$ cat src/rtl/decode_pipe.sv
// decode_pipe: F/D register, decode, Tnew/Tuse stall, E/M forwarding, branch resolve.
// Optional counters are built when DECODE_STATS_EN is defined.
module decode_pipe #(
  parameter int              XLEN       = 32,
  parameter int              PC_W       = 32,
  parameter logic [PC_W-1:0] RESET_PC   = PC_W'(32'h0000_3000),
  parameter int              DELAY_SLOT = 1
) (
  input  logic            clk,
  input  logic            reset,
  input  logic [31:0]     F_ins,
  input  logic [PC_W-1:0] F_PC,
  input  logic            ext_stall,
  input  logic            ext_flush,
  output logic [4:0]      reg_adr1,
  output logic [4:0]      reg_adr2,
  input  logic [XLEN-1:0] reg_read1,
  input  logic [XLEN-1:0] reg_read2,
  input  logic [4:0]      E_dst,
  input  logic [4:0]      M_dst,
  input  logic [1:0]      E_tnew,
  input  logic [1:0]      M_tnew,
  input  logic [XLEN-1:0] E_data,
  input  logic [XLEN-1:0] M_data,
  output logic            stall,
  output logic            br_taken,
  output logic [PC_W-1:0] DnPC,
  output logic [31:0]     D_ins,
  output logic [PC_W-1:0] D_PC,
  output logic            D_valid,
  output logic [XLEN-1:0] imm32,
  output logic [XLEN-1:0] reg_rs,
  output logic [XLEN-1:0] reg_rt,
  output logic [PC_W-1:0] link_addr,
  output logic [31:0]     stat_stalls,
  output logic [31:0]     stat_taken
);

  typedef enum logic [3:0] {
    OP_NOP, OP_ADDU, OP_SUBU, OP_ORI,
    OP_LUI, OP_LW, OP_SW, OP_BEQ,
    OP_BNE, OP_BLEZ, OP_BGTZ, OP_BLTZ,
    OP_BGEZ, OP_J, OP_JAL, OP_JR
  } op_e;

  logic [31:0]     ins_q, ins_d;
  logic [PC_W-1:0] pc_q, pc_d;
  logic            valid_q, valid_d;

  logic [5:0]  opc, fn;
  logic [4:0]  rs, rt;
  logic [15:0] imm16;
  logic [25:0] imm26;
  op_e         op;

  assign opc   = ins_q[31:26];
  assign rs    = ins_q[25:21];
  assign rt    = ins_q[20:16];
  assign fn    = ins_q[5:0];
  assign imm16 = ins_q[15:0];
  assign imm26 = ins_q[25:0];

  always_comb begin
    op = OP_NOP;
    case (opc)
      6'h00: begin
        case (fn)
          6'h21:   op = OP_ADDU;
          6'h23:   op = OP_SUBU;
          6'h08:   op = OP_JR;
          default: op = OP_NOP;
        endcase
      end
      6'h01: begin
        case (rt)
          5'd0:    op = OP_BLTZ;
          5'd1:    op = OP_BGEZ;
          default: op = OP_NOP;
        endcase
      end
      6'h02:   op = OP_J;
      6'h03:   op = OP_JAL;
      6'h04:   op = OP_BEQ;
      6'h05:   op = OP_BNE;
      6'h06:   op = OP_BLEZ;
      6'h07:   op = OP_BGTZ;
      6'h0D:   op = OP_ORI;
      6'h0F:   op = OP_LUI;
      6'h23:   op = OP_LW;
      6'h2B:   op = OP_SW;
      default: op = OP_NOP;
    endcase
  end

  logic       rs_use, rt_use;
  logic [1:0] rs_tuse, rt_tuse;

  always_comb begin
    rs_use  = 1'b0;
    rt_use  = 1'b0;
    rs_tuse = 2'd0;
    rt_tuse = 2'd0;
    case (op)
      OP_ADDU, OP_SUBU: begin
        rs_use  = 1'b1;
        rt_use  = 1'b1;
        rs_tuse = 2'd1;
        rt_tuse = 2'd1;
      end
      OP_ORI, OP_LW: begin
        rs_use  = 1'b1;
        rs_tuse = 2'd1;
      end
      OP_SW: begin
        rs_use  = 1'b1;
        rt_use  = 1'b1;
        rs_tuse = 2'd1;
        rt_tuse = 2'd2;
      end
      OP_BEQ, OP_BNE: begin
        rs_use = 1'b1;
        rt_use = 1'b1;
      end
      OP_BLEZ, OP_BGTZ, OP_BLTZ, OP_BGEZ, OP_JR:
        rs_use = 1'b1;
      default: ;
    endcase
  end

  logic haz_rs, haz_rt;

  assign haz_rs = rs_use && rs != 5'd0 &&
                  ((rs == E_dst && E_tnew > rs_tuse) ||
                   (rs == M_dst && M_tnew > rs_tuse));
  assign haz_rt = rt_use && rt != 5'd0 &&
                  ((rt == E_dst && E_tnew > rt_tuse) ||
                   (rt == M_dst && M_tnew > rt_tuse));
  assign stall  = ext_stall | haz_rs | haz_rt;

  // E is younger than M, so its result wins when both match.
  assign reg_rs = (rs == 5'd0) ? '0 :
                  (rs == E_dst && E_tnew == 2'd0) ? E_data :
                  (rs == M_dst && M_tnew == 2'd0) ? M_data :
                  reg_read1;
  assign reg_rt = (rt == 5'd0) ? '0 :
                  (rt == E_dst && E_tnew == 2'd0) ? E_data :
                  (rt == M_dst && M_tnew == 2'd0) ? M_data :
                  reg_read2;

  assign reg_adr1 = rs;
  assign reg_adr2 = rt;

  always_comb begin
    case (op)
      OP_ORI:  imm32 = {{(XLEN-16){1'b0}}, imm16};
      OP_LUI:  imm32 = XLEN'({imm16, 16'h0000});
      default: imm32 = {{(XLEN-16){imm16[15]}}, imm16};
    endcase
  end

  logic signed [XLEN-1:0] srs;
  logic                   take;
  logic [PC_W-1:0]        pc4, br_off, tgt;

  assign srs    = $signed(reg_rs);
  assign pc4    = pc_q + PC_W'(4);
  assign br_off = {{(PC_W-18){imm16[15]}}, imm16, 2'b00};

  always_comb begin
    take = 1'b0;
    tgt  = pc4 + br_off;
    case (op)
      OP_BEQ:  take = (reg_rs == reg_rt);
      OP_BNE:  take = (reg_rs != reg_rt);
      OP_BLEZ: take = (srs <= 0);
      OP_BGTZ: take = (srs > 0);
      OP_BLTZ: take = (srs < 0);
      OP_BGEZ: take = (srs >= 0);
      OP_J, OP_JAL: begin
        take = 1'b1;
        tgt  = {pc_q[PC_W-1:28], imm26, 2'b00};
      end
      OP_JR: begin
        take = 1'b1;
        tgt  = PC_W'(reg_rs);
      end
      default: take = 1'b0;
    endcase
  end

  assign br_taken  = valid_q & ~stall & take;
  assign DnPC      = br_taken ? tgt : pc4;
  assign link_addr = pc_q + PC_W'((DELAY_SLOT != 0) ? 8 : 4);

  always_comb begin
    ins_d   = ins_q;
    pc_d    = pc_q;
    valid_d = valid_q;
    if (ext_flush || (!stall && DELAY_SLOT == 0 && br_taken)) begin
      ins_d   = '0;
      pc_d    = RESET_PC;
      valid_d = 1'b0;
    end else if (!stall) begin
      ins_d   = F_ins;
      pc_d    = F_PC;
      valid_d = 1'b1;
    end
  end

  always_ff @(posedge clk or posedge reset) begin
    if (reset) begin
      ins_q   <= '0;
      pc_q    <= RESET_PC;
      valid_q <= 1'b0;
    end else begin
      ins_q   <= ins_d;
      pc_q    <= pc_d;
      valid_q <= valid_d;
    end
  end

  assign D_ins   = ins_q;
  assign D_PC    = pc_q;
  assign D_valid = valid_q;

`ifdef DECODE_STATS_EN
  logic [31:0] stalls_q, stalls_d, taken_q, taken_d;

  assign stalls_d = stalls_q + 32'(stall);
  assign taken_d  = taken_q + 32'(br_taken);

  always_ff @(posedge clk or posedge reset) begin
    if (reset) begin
      stalls_q <= '0;
      taken_q  <= '0;
    end else begin
      stalls_q <= stalls_d;
      taken_q  <= taken_d;
    end
  end

  assign stat_stalls = stalls_q;
  assign stat_taken  = taken_q;
`else
  assign stat_stalls = '0;
  assign stat_taken  = '0;
`endif

endmodule

$ cat config.mk
export PLATFORM = sky130hd
export DESIGN_NAME = decode_pipe
export DESIGN_NICKNAME = d
export VERILOG_FILES = /design/src/rtl/decode_pipe.sv
export SDC_FILE = /design/constraint.sdc
export NUM_CORES = 1
export LEC_CHECK = 0
export BUFFER_PORTS_ARGS = -buffer_cell sky130_fd_sc_hd__buf_4
export CAP_MARGIN = 5
export CORE_AREA = 2 2 197 199
export CTS_BUF_LIST = sky130_fd_sc_hd__clkbuf_16
export CTS_CLUSTER_DIAMETER = 40
export CTS_CLUSTER_SIZE = 28
export DETAILED_ROUTE_END_ITERATION = 7
export DIE_AREA = 0 0 199 201
export PLACE_DENSITY = 0.58
export SYNTH_ARGS = -nofsm -noshare
export SYNTH_HDL_FRONTEND = slang
export SYNTH_SLANG_ARGS = --single-unit
$ cat constraint.sdc
create_clock -name clk -period 8.9 [get_ports clk]
set_input_delay 0.445 -clock clk [delete_from_list [all_inputs] [get_ports clk]]
set_output_delay 0.445 -clock clk [all_outputs]
set_load 0.02 [all_outputs]
==> results by group, run 1 <==
Critical path
  – WP data required: 8.46 ns
  – Crit. End Element: primary output
  – CP max stage delay: 1.15 ns
  – Setup crit start kind: flip-flop
  – CP arrival: 6.38 ns
  – CP bufs+invs: 4
  – Delay-heaviest family, CP: compound AO/OA/AOI/OAI gates
  – Most used cell, CP: buf_4
  – CP Cell Sequence: xnor2_1, nand3_1, buf_4, or3_2, a311oi_1, nor4_1, and4_1, a211o_1, a211oi_1, a31o_2, buf_4, inv_2, mux2_1, buf_4
  – Slowest stage cell, crit path: a311oi_1
  – Critical path peak fanout: 34
  – Setup Crit Path Kind: reg2out

Detailed routing
  – WL met1: 22100 µm
  – Detailed Route Iter0 Violations: 761
  – Routed Antenna Nets: 0
  – WL final: 54400 µm
  – DRC: 0
  – Via count: 12.1k
  – Met2 wire length: 25900 µm
  – Vias per cell: 5.51
  – Met3 Wirelength: 4920 µm
  – Highest signal layer in the routed design: met5
  – First-pass DRT Iterations: 5
  – Routed wire per std cell: 24.7 µm

CTS
  – Post-CTS sizing: 0
  – Total number of H-tree levels: 3
  – Post-CTS Setup Repair Bufs: 0
  – CTS tree: done
  – Skew-Pair Late Insertion Delay: 0.36 ns
  – CTS Buffer Depth: 2
  – Clock sink count: 65
  – Clock-pin slew on the worst setup and hold paths: 0.06 ns
  – Root Buffer Master: clkbuf_16
  – TritonCTS Buffers: 9
  – Hold buffer count at CTS: 0

Timing
  – Clk_skew: 0.0133 ns
  – Crit path time final: 6.82 ns
  – WHS: 0.323 ns
  – Slew HR: 0.131
  – Worst-Margin Slew: 1.29 ns
  – Final worst slack: 2.08 ns
  – Final hold vios: 0
  – # setup viols final: 0
  – Max Slew Vio Count: 0
  – Post-Route Setup TNS: 0 ns
  – Fmax: 147 MHz
  – Final worst-path cycle share: 0.767
  – RSZ-0062 raised after global routing: false

Placed design
  – Post-place setup slack: 2.56 ns
  – Detailed Place HPWL: 42100 µm
  – Placed Area: 0.0135 mm²
  – RePlAce Congestion: 0.918
  – IO buf count: 446

GRT
  – Vias in the first global route: 11.6k
  – First-pass GRT wire length: 78500 µm
  – Grt ovf: 0
  – Antenna violations before repair: 3
  – Total Routing Usage GR: 0.260
  – Largest net degree at the start of global routing: 67

Layout
  – Layout Area Growth over Synthesis: 37.4%
  – Fill count: 4015
  – Post-route cell area: 0.0138 mm²
  – Fin nets: 1923
  – Fin util: 0.361
  – Diodes inserted: 0
  – Fraction of layout cells with a size suffix above 1: 0.318

Power
  – Switching portion of total power: 0.462
  – Sequential power share: 0.230
  – P per Cell Area: 117 mW/mm²
  – Pint: 0.865 mW
  – Psw: 0.742 mW
  – Clock power frac: 0.228
  – Comb pwr share: 0.542
  – Worst vdd ir: 0.0927 mV
  – Static Leak: 6.36 nW

Yosys
  – Synth warnings: 0
  – Cell accounting for the most synthesized area: dfrtp_1
  – Synthesized area: 0.0100 mm²
  – Ys async rst share: 1.00
  – Ys flop type: dfrtp_1
  – Post-synthesis sequential area ratio: 0.163
  – Number of synthesized flops with an enable pin: 0
  – Synthesized area per cell: 7.58 µm²
  – Synth Instances: 1320
  – Share of the synthesized area in the top cell type: 0.158
  – Synth top area cells: dfrtp_1, xnor2_1, mux2i_1, buf_4, nand3_1
  – Synthesized flop and latch total: 65
  – Post-synthesis cell type count: 67

Floorplanning
  – Full die area: 0.0400 mm²
  – Initial Utilization: 0.263
  – Chip Height: 201 µm
  – Die W: 199 µm
  – Core Area: 0.0381 mm²
  – Cell Rows: 72
  – I/O pin cnt: 511

Status
  – Outcome: completed

Hold path
  – Hold Path Class: in2reg

Run
  – Max cap viols: 0
==> worst min-delay path, stage by stage <==
cell,delay (ns)
buf_4,0.07
mux2i_1,0.05
nor2_1,0.07
==> layout make-up <==
cell class / count / area (µm²) / area share
clock inverter: 7 / 70.1 / 0.00509
sequential: 65 / 1630 / 0.118
multi-input combinational: 1101 / 7540 / 0.549
timing repair buffer: 471 / 3540 / 0.257
inverter: 27 / 101 / 0.00737
tap: 518 / 648 / 0.0471
clock buffer: 9 / 225 / 0.0164
==> layer usage <==
metal / track usage / up-vias
met2: 0.438 / 703
li1: - / 5477
met5: 0 / -
met1: 0.329 / 5826
met4: 0.0728 / 4
met3: 0.0617 / 101
==> through the flow <==
step | power (mW) | instances
floorplan | 0.869 | 1383
global placement | 1.24 | 2182
detailed placement | 1.24 | 2182
CTS | 1.61 | 2198
global route | 1.69 | 2198
finish | 1.61 | 2198
==> placed cells by master, fill, tap and decap left out, types with 7 or more instances in the layout <==
master	Yosys	routed
xnor2_1	91	91
nand3_1	93	93
a21oi_1	38	37
nor4_1	43	43
mux2i_1	67	67
nand4_1	17	17
buf_4	79	471
xor2_1	41	41
conb_1	1	64
o21ai_0	87	87
clkbuf_16	0	9
nand2b_1	8	8
nor2b_1	21	21
a21o_1	31	31
and2_1	9	9
nand2_1	54	54
inv_1	25	25
a32oi_1	12	12
o21a_1	9	9
dfrtp_1	63	63
ha_1	37	37
nor3_1	20	18
and3_1	21	21
a211o_1	7	7
o21ai_1	16	15
or3_1	10	9
nor2_1	116	113
mux2_1	14	14
a31oi_1	40	40
o41ai_1	32	32
a311oi_2	27	27
==> sequential cells by signal (all words and copies together), names as in the netlist <==
| name | flops |
|---|---|
| D_PC | 32 |
| D_ins | 32 |
| D_valid | 1 |
==> power groups by stage <==
| stage | clock, mW | combinational, mW | sequential, mW |
|---|---|---|---|
| after CTS | 0.375 | 0.866 | 0.371 |
| after detailed placement | 0 | 0.863 | 0.376 |
| after global routing | 0.385 | 0.925 | 0.374 |
| after global placement | 0 | 0.863 | 0.375 |
| after floorplan | 0 | 0.503 | 0.366 |
| final | 0.366 | 0.871 | 0.370 |
==> Yosys cell counts (6+ instances only) <==
library cell	number
o21ai_0	87
a21o_1	31
and3_1	21
mux2_1	14
xnor2_1	91
mux2i_1	67
o21a_1	9
a311oi_2	27
and2_1	9
a21oi_1	38
nor2_1	116
nand3_1	93
o21ai_1	16
buf_4	79
ha_1	37
nor4_1	43
a311o_1	6
nor3_1	20
buf_2	12
xor2_1	41
nand2b_1	8
clkbuf_1	95
a32oi_1	12
dfrtp_1	63
a211o_1	7
a2111o_1	6
nand4_1	17
o41ai_1	32
a31oi_1	40
nor2b_1	21
or3_1	10
a211oi_1	6
inv_1	25
nand2_1	54
==> worst paths after layout <==
path	cells past startpoint	from	endpoint	slack [ns]
setup / recovery	14	D_ins[21]$_DFFE_PP0P_	DnPC[13]	2.08
max in group asynchronous	3	reset	D_PC[18]$_DFFE_PP0P_	7.95
hold reg to reg	2	D_valid$_DFFE_PP0P_	D_valid$_DFFE_PP0P_	0.59
hold / removal	3	F_PC[0]	D_PC[0]$_DFFE_PP0P_	0.32
setup reg to reg	14	D_ins[28]$_DFFE_PP0P_	D_PC[24]$_DFFE_PP0P_	3.86
min in group asynchronous	3	reset	D_PC[6]$_DFFE_PP0P_	0.37
==> logic make-up (layout without fill, tap and decap cells) <==
logic type	count (synthesis)	in the layout	synth area share
and+or+nand+nor	435	435	0.219
AOI/OAI and AO/OA	349	349	0.255
buffers and inverters	217	514	0.114
xor gates and xnor gates	132	132	0.116
muxes	83	83	0.0850
DFF	65	65	0.163
adders and majority gates	38	38	0.0483
other	1	64	0.000375
Note: power is estimated with default switching activity, not from simulation.
==> run 2: changes to the inputs <==
ABC_AREA = 1   (was unset)
CORE_AREA = 2 2 196 198   (was 2 2 197 199)
DIE_AREA = 0 0 198 200   (was 0 0 199 201)
PLACE_DENSITY = 0.63   (was 0.58)
clock period = 5.5 ns   (was 8.9 ns; I/O delays follow)
==> results by group, run 2 <==
Timing
  – Max Slew Vio Count: 0
  – Final worst slack: 0.423 ns
  – # setup viols final: 0
  – Slew HR: 0.256
  – Fmax: 197 MHz
  – Crit path time final: 5.08 ns
  – Worst-Margin Slew: 1.11 ns
  – Post-Route Setup TNS: 0 ns
  – Clk_skew: 0.00738 ns
  – Final worst-path cycle share: 0.923
  – Final hold vios: 0
  – RSZ-0062 raised after global routing: false

Placed design
  – Post-place setup slack: 0.737 ns
  – Placed Cells: 2784
  – Placed Area: 0.0142 mm²
  – IO buf count: 446
  – Detailed Place HPWL: 50400 µm
  – RePlAce Congestion: 0.979

Layout
  – Fraction of layout cells with a size suffix above 1: 0.240
  – Fin nets: 2532
  – Layout Cells excl Fill: 2802
  – Layout Area Growth over Synthesis: 34.6%
  – Most frequent cells in the layout: nand2_1, buf_4, nand3_1, inv_1, nor2_1
  – Most common cell after layout, fill and taps aside: nand2_1
  – Fin util: 0.387
  – Post-route cell area: 0.0145 mm²

GRT
  – Largest net degree at the start of global routing: 69
  – Antenna violations before repair: 1
  – Grt ovf: 0
  – First-pass GRT wire length: 87900 µm
  – Vias in the first global route: 13.9k
  – Total Routing Usage GR: 0.301

Yosys
  – Cell accounting for the most synthesized area: nand2_1
  – Post-synthesis sequential area ratio: 0.151
  – Most common cell in the netlist: nand2_1
  – Synthesized area per cell: 5.65 µm²
  – Synth top area cells: nand2_1, dfrtp_1, nand3_1, inv_1, buf_4
  – Synthesized flop and latch total: 65
  – Ys async rst share: 1.00
  – Synth warnings: 0
  – Share of the synthesized area in the top cell type: 0.184
  – Synthesized area: 0.0108 mm²
  – Number of synthesized flops with an enable pin: 0
  – Ys flop type: dfrtp_1
  – Synth Instances: 1904
  – Post-synthesis cell type count: 47
  – Synth cell count leaders: nand2_1, nand3_1, inv_1, nor2_1, o21ai_0

Detailed routing
  – Routed wire per std cell: 21.9 µm
  – Via count: 14.1k
  – WL met1: 24300 µm
  – Met2 wire length: 29100 µm
  – Routed Antenna Nets: 0
  – Met3 Wirelength: 5210 µm
  – First-pass DRT Iterations: 5
  – Detailed Route Iter0 Violations: 977
  – Highest signal layer in the routed design: met4
  – Vias per cell: 5.04
  – WL final: 61300 µm
  – DRC: 0

Critical path
  – CP arrival: 4.80 ns
  – CP max stage delay: 0.44 ns
  – WP data required: 5.22 ns
  – Setup Crit Path Kind: reg2out
  – Crit. End Element: primary output
  – R2R Path Start: D_ins[3]$_DFFE_PP0P_
  – CP Cell Sequence: ha_1, nand3_1, nor2_1, nand2_1, nor2_1, nand2_1, xor2_1, inv_1, ha_1, a21oi_1, o21a_1, nand2_1, a21oi_1, inv_1, a21oi_1, or2_2, nand3_1, o221ai_1, nand3_1, nand2_1, buf_4
  – Slowest stage cell, crit path: dfrtp_1
  – Setup crit start: D_PC[4]$_DFFE_PP0P_
  – Critical path peak fanout: 6
  – Delay-heaviest family, CP: simple AND/OR/NAND/NOR gates
  – CP bufs+invs: 3
  – Most used cell, CP: nand2_1
  – Setup crit start kind: flip-flop

Run
  – Max cap viols: 0

CTS
  – Clock sink count: 65
  – Post-CTS Setup Repair Bufs: 0
  – CTS Buffer Depth: 2
  – CTS tree: done
  – Skew-Pair Late Insertion Delay: 0.36 ns
  – TritonCTS Buffers: 9
  – Clock-pin slew on the worst setup and hold paths: 0.06 ns
  – Total number of H-tree levels: 3
  – Root Buffer Master: clkbuf_16

Power
  – Comb pwr share: 0.594
  – P per Cell Area: 203 mW/mm²
  – Clock power frac: 0.204
  – Pint: 1.47 mW
  – Switching portion of total power: 0.499
  – Static Leak: 8.23 nW
  – Psw: 1.46 mW
  – Worst vdd ir: 0.163 mV
  – Sequential power share: 0.202

Floorplanning
  – Cell Rows: 71
  – Core Area: 0.0374 mm²
  – Initial Utilization: 0.288
  – Chip Height: 200 µm
  – Die W: 198 µm
  – I/O pin cnt: 511
  – Full die area: 0.0396 mm²

Status
  – Outcome: completed

Hold path
  – Hold Path Class: in2reg
  – Worst hold path startpoint: ext_flush
run 2: through the flow:
step	total power [mW]	hold WS (ns)
6_report	2.94	0.123
3_3_place_gp	2.34	0.489
5_1_grt	3.11	0.118
2_1_floorplan	1.61	0.338
4_1_cts	2.94	0.110
3_5_place_dp	2.34	0.502
run 2: worst register-to-register path, cell delays in order (launching register included):
cell and delay, ns:
dfrtp_1 0.46, inv_1 0.18, nor2_1 0.08, nand4_1 0.15, o21ai_0 0.10, nand3_1 0.08
buf_4 0.30, inv_1 0.13, nor3_1 0.28, nand2_1 0.09, nor2_1 0.24, ha_1 0.20
nor2_1 0.04, o21ai_0 0.18, a21oi_1 0.14, a31oi_1 0.28, nand2_4 0.21, nand2_4 0.56
buf_4 0.44, nand3_1 0.16, o21ai_0 0.12
run 2: logic make-up (layout without fill, tap and decap cells):
group / after synthesis / in the layout / synth area share
and+or+nand+nor: 1048 / 1048 / 0.428
DFF: 65 / 65 / 0.151
xor gates and xnor gates: 74 / 74 / 0.0602
other: 1 / 66 / 0.000348
buffers and inverters: 457 / 779 / 0.196
adders and majority gates: 38 / 38 / 0.0449
muxes: 1 / 1 / 0.000930
AOI/OAI and AO/OA: 220 / 220 / 0.119
run 2: repair_timing:
| action | 4_1_cts | 5_1_grt |
|---|---|---|
| endpoints found under the setup margin | 0 | 1 |
| hold buffers | 0 | 0 |
| gates resized for setup | 0 | 1 |
run 2: final timing paths:
| path | endpoint | slack, ns | cells after the start |
|---|---|---|---|
| hold reg to reg | D_PC[12]$_DFFE_PP1P_ | 0.61 | 2 |
| setup / recovery | DnPC[20] | 0.42 | 21 |
| hold / removal | D_valid$_DFFE_PP0P_ | 0.12 | 2 |
| max in group asynchronous | D_PC[24]$_DFFE_PP0P_ | 4.65 | 3 |
| setup reg to reg | D_ins[24]$_DFFE_PP0P_ | 1.00 | 20 |
| min in group asynchronous | D_ins[30]$_DFFE_PP0P_ | 0.22 | 3 |
run 2: power groups by stage:
stage	clock [mW]	sequential, mW	combinational [mW]
5_1_grt	0.619	0.599	1.89
4_1_cts	0.606	0.593	1.74
3_3_place_gp	0	0.601	1.74
6_report	0.598	0.594	1.74
2_1_floorplan	0	0.621	0.985
3_5_place_dp	0	0.601	1.74
run 2: final cells by class:
class                      instances  area (µm²)
antenna                            2        5.00
clock buffer                       9         225
clock inverter                     7        62.6
fill                            4150       22900
inverter                         292        1100
multi-input combinational       1445        7280
sequential                        65        1630
tap                              511         639
timing repair buffer             471        3550
run 2: routing by layer:
metal	up-vias	global-route usage
met1	6497	0.357
met3	114	0.0593
met4	0	0.128
met5	-	0
met2	724	0.531
li1	6775	-
==> run 3: changes to the inputs <==
CORE_AREA = 2 2 199 201   (was 2 2 196 198)
CTS_BUF_LIST = sky130_fd_sc_hd__clkbuf_4   (was sky130_fd_sc_hd__clkbuf_16)
DIE_AREA = 0 0 201 203   (was 0 0 198 200)
PLACE_DENSITY = 0.62   (was 0.63)
==> results by group, run 3 (synthesized netlist as in run 2, its figures left out) <==
Status
  – Outcome: completed

Power
  – Switching portion of total power: 0.545
  – Clock power frac: 0.120
  – Static Leak: 8.26 nW
  – P per Cell Area: 184 mW/mm²
  – Tot Pwr: 2.69 mW
  – Pint: 1.23 mW
  – Worst vdd ir: 0.114 mV
  – Sequential power share: 0.221
  – Comb pwr share: 0.659
  – Psw: 1.47 mW

Detailed routing
  – Routed wire per std cell: 22.1 µm
  – Routed Antenna Nets: 0
  – Detailed Route Iter0 Violations: 1093
  – Via count: 14.4k
  – DRC: 0
  – First-pass DRT Iterations: 6
  – Vias per cell: 5.09
  – WL final: 62700 µm

Timing
  – Crit path time final: 5.27 ns
  – Worst-Margin Slew: 0.995 ns
  – Slew HR: 0.336
  – Final hold vios: 0
  – Fmax: 190 MHz
  – RSZ-0062 raised after global routing: false
  – # setup viols final: 0
  – WHS: 0.0198 ns
  – Max Slew Vio Count: 0
  – Post-Route Setup TNS: 0 ns
  – Final worst-path cycle share: 0.959
  – Clk_skew: 0.0237 ns

Critical path
  – Setup Crit Path Kind: reg2out
  – Critical path peak fanout: 6
  – Crit. End Element: primary output
  – Setup crit start kind: flip-flop
  – CP arrival: 5.00 ns
  – WP data required: 5.22 ns

Run
  – Max cap viols: 0

CTS
  – Root Buffer Master: clkbuf_4
  – Clock-pin slew on the worst setup and hold paths: 0.15 ns
  – Skew-Pair Late Insertion Delay: 0.49 ns
  – CTS tree: done
  – Total number of H-tree levels: 3
  – CTS Buffer Depth: 2
  – TritonCTS Buffers: 9
  – Clock sink count: 65
  – Post-CTS Setup Repair Bufs: 0

Floorplanning
  – Initial Utilization: 0.280
  – Chip Height: 203 µm
  – I/O pin cnt: 511
  – Core Area: 0.0385 mm²
  – Full die area: 0.0408 mm²
  – Die W: 201 µm
  – Cell Rows: 72

Hold path
  – Hold Path Class: in2reg

Placed design
  – RePlAce Congestion: 0.971
  – IO buf count: 446
  – Detailed Place HPWL: 51700 µm
  – Placed Area: 0.0142 mm²

GRT
  – Antenna violations before repair: 2
  – Total Routing Usage GR: 0.296
  – Largest net degree at the start of global routing: 69
  – Grt ovf: 0
  – First-pass GRT wire length: 90700 µm
  – Vias in the first global route: 13.8k

Layout
  – Fin nets: 2557
  – Most common cell after layout, fill and taps aside: nand2_1
  – Post-route cell area: 0.0146 mm²
  – Most frequent cells in the layout: nand2_1, buf_4, nand3_1, inv_1, nor2_1
  – Layout Area Growth over Synthesis: 35.7%
  – Fraction of layout cells with a size suffix above 1: 0.243
  – Fill count: 4247
==> run 3: critical path, stage by stage (launching register included) <==
cell and delay [ns]:
dfrtp_1 0.57, inv_1 0.12, nor3_1 0.35, nand2_1 0.16, nor4_1 0.37, nand3_1 0.15, xor2_1 0.49, ha_1 0.42
a21oi_1 0.22, o21ai_0 0.12, a21oi_1 0.14, nand3_1 0.19, or2_2 0.32, nand3_1 0.16, o221ai_1 0.30, nand3_1 0.20
nand2_1 0.07, buf_4 0.16
==> run 3: cell type report <==
type                       instances  area [µm²]  share of cell area
multi-input combinational       1445        7330               0.501
timing repair buffer             496        3790               0.260
sequential                        65        1630               0.112
inverter                         292        1100              0.0751
tap                              518         648              0.0444
clock buffer                       9        67.6             0.00462
clock inverter                     6        42.5             0.00291
antenna                            2        5.00            0.000343
==> run 3: stage by stage <==
stage | utilization | worst slack [ns] | std cells
CTS | 0.379 | 0.0345 | 2831
global placement | 0.370 | 0.189 | 2793
floorplan | - | 1.65 | 1967
detailed placement | 0.370 | 0.220 | 2793
finish | 0.380 | 0.225 | 2833
global route | 0.380 | 0.00110 | 2832
==> run 3: what timing repair did <==
| action | 4_1_cts | 5_1_grt |
|---|---|---|
| setup endpoints to repair | 3 | 2 |
| pin swaps | 0 | 0 |
| hold buffers | 23 | 0 |
| resized for setup | 4 | 6 |
| hold endpoints to repair | 23 | 0 |
==> run 3: power by group through the flow <==
stage / Clock [mW] / Sequential (mW) / Combinational, mW
2_1_floorplan: 0 / 0.621 / 0.985
3_3_place_gp: 0 / 0.601 / 1.75
3_5_place_dp: 0 / 0.601 / 1.75
4_1_cts: 0.327 / 0.593 / 1.77
5_1_grt: 0.344 / 0.599 / 1.92
6_report: 0.324 / 0.594 / 1.78
==> run 3: final timing paths <==
check | startpoint | to | slack (ns) | cells past startpoint
min | F_ins[26] | D_ins[26]$_DFFE_PP0P_ | 0.02 | 3
min in group asynchronous | reset | D_PC[5]$_DFFE_PP0P_ | 0.05 | 3
max in group asynchronous | reset | D_ins[12]$_DFFE_PP0P_ | 4.75 | 3
max reg2reg | D_ins[3]$_DFFE_PP0P_ | D_ins[24]$_DFFE_PP0P_ | 1.21 | 20
max | D_PC[14]$_DFFE_PP0P_ | DnPC[27] | 0.23 | 17
min reg2reg | D_PC[13]$_DFFE_PP1P_ | D_PC[13]$_DFFE_PP1P_ | 0.62 | 2
==> run 3: routing by layer <==
metal / up-vias / share of wire / track usage
li1: 6815 / - / -
met1: 6793 / 0.41 / 0.360
met2: 700 / 0.48 / 0.517
met3: 105 / 0.077 / 0.0559
met4: 0 / 0.039 / 0.111
met5: - / 0 / 0
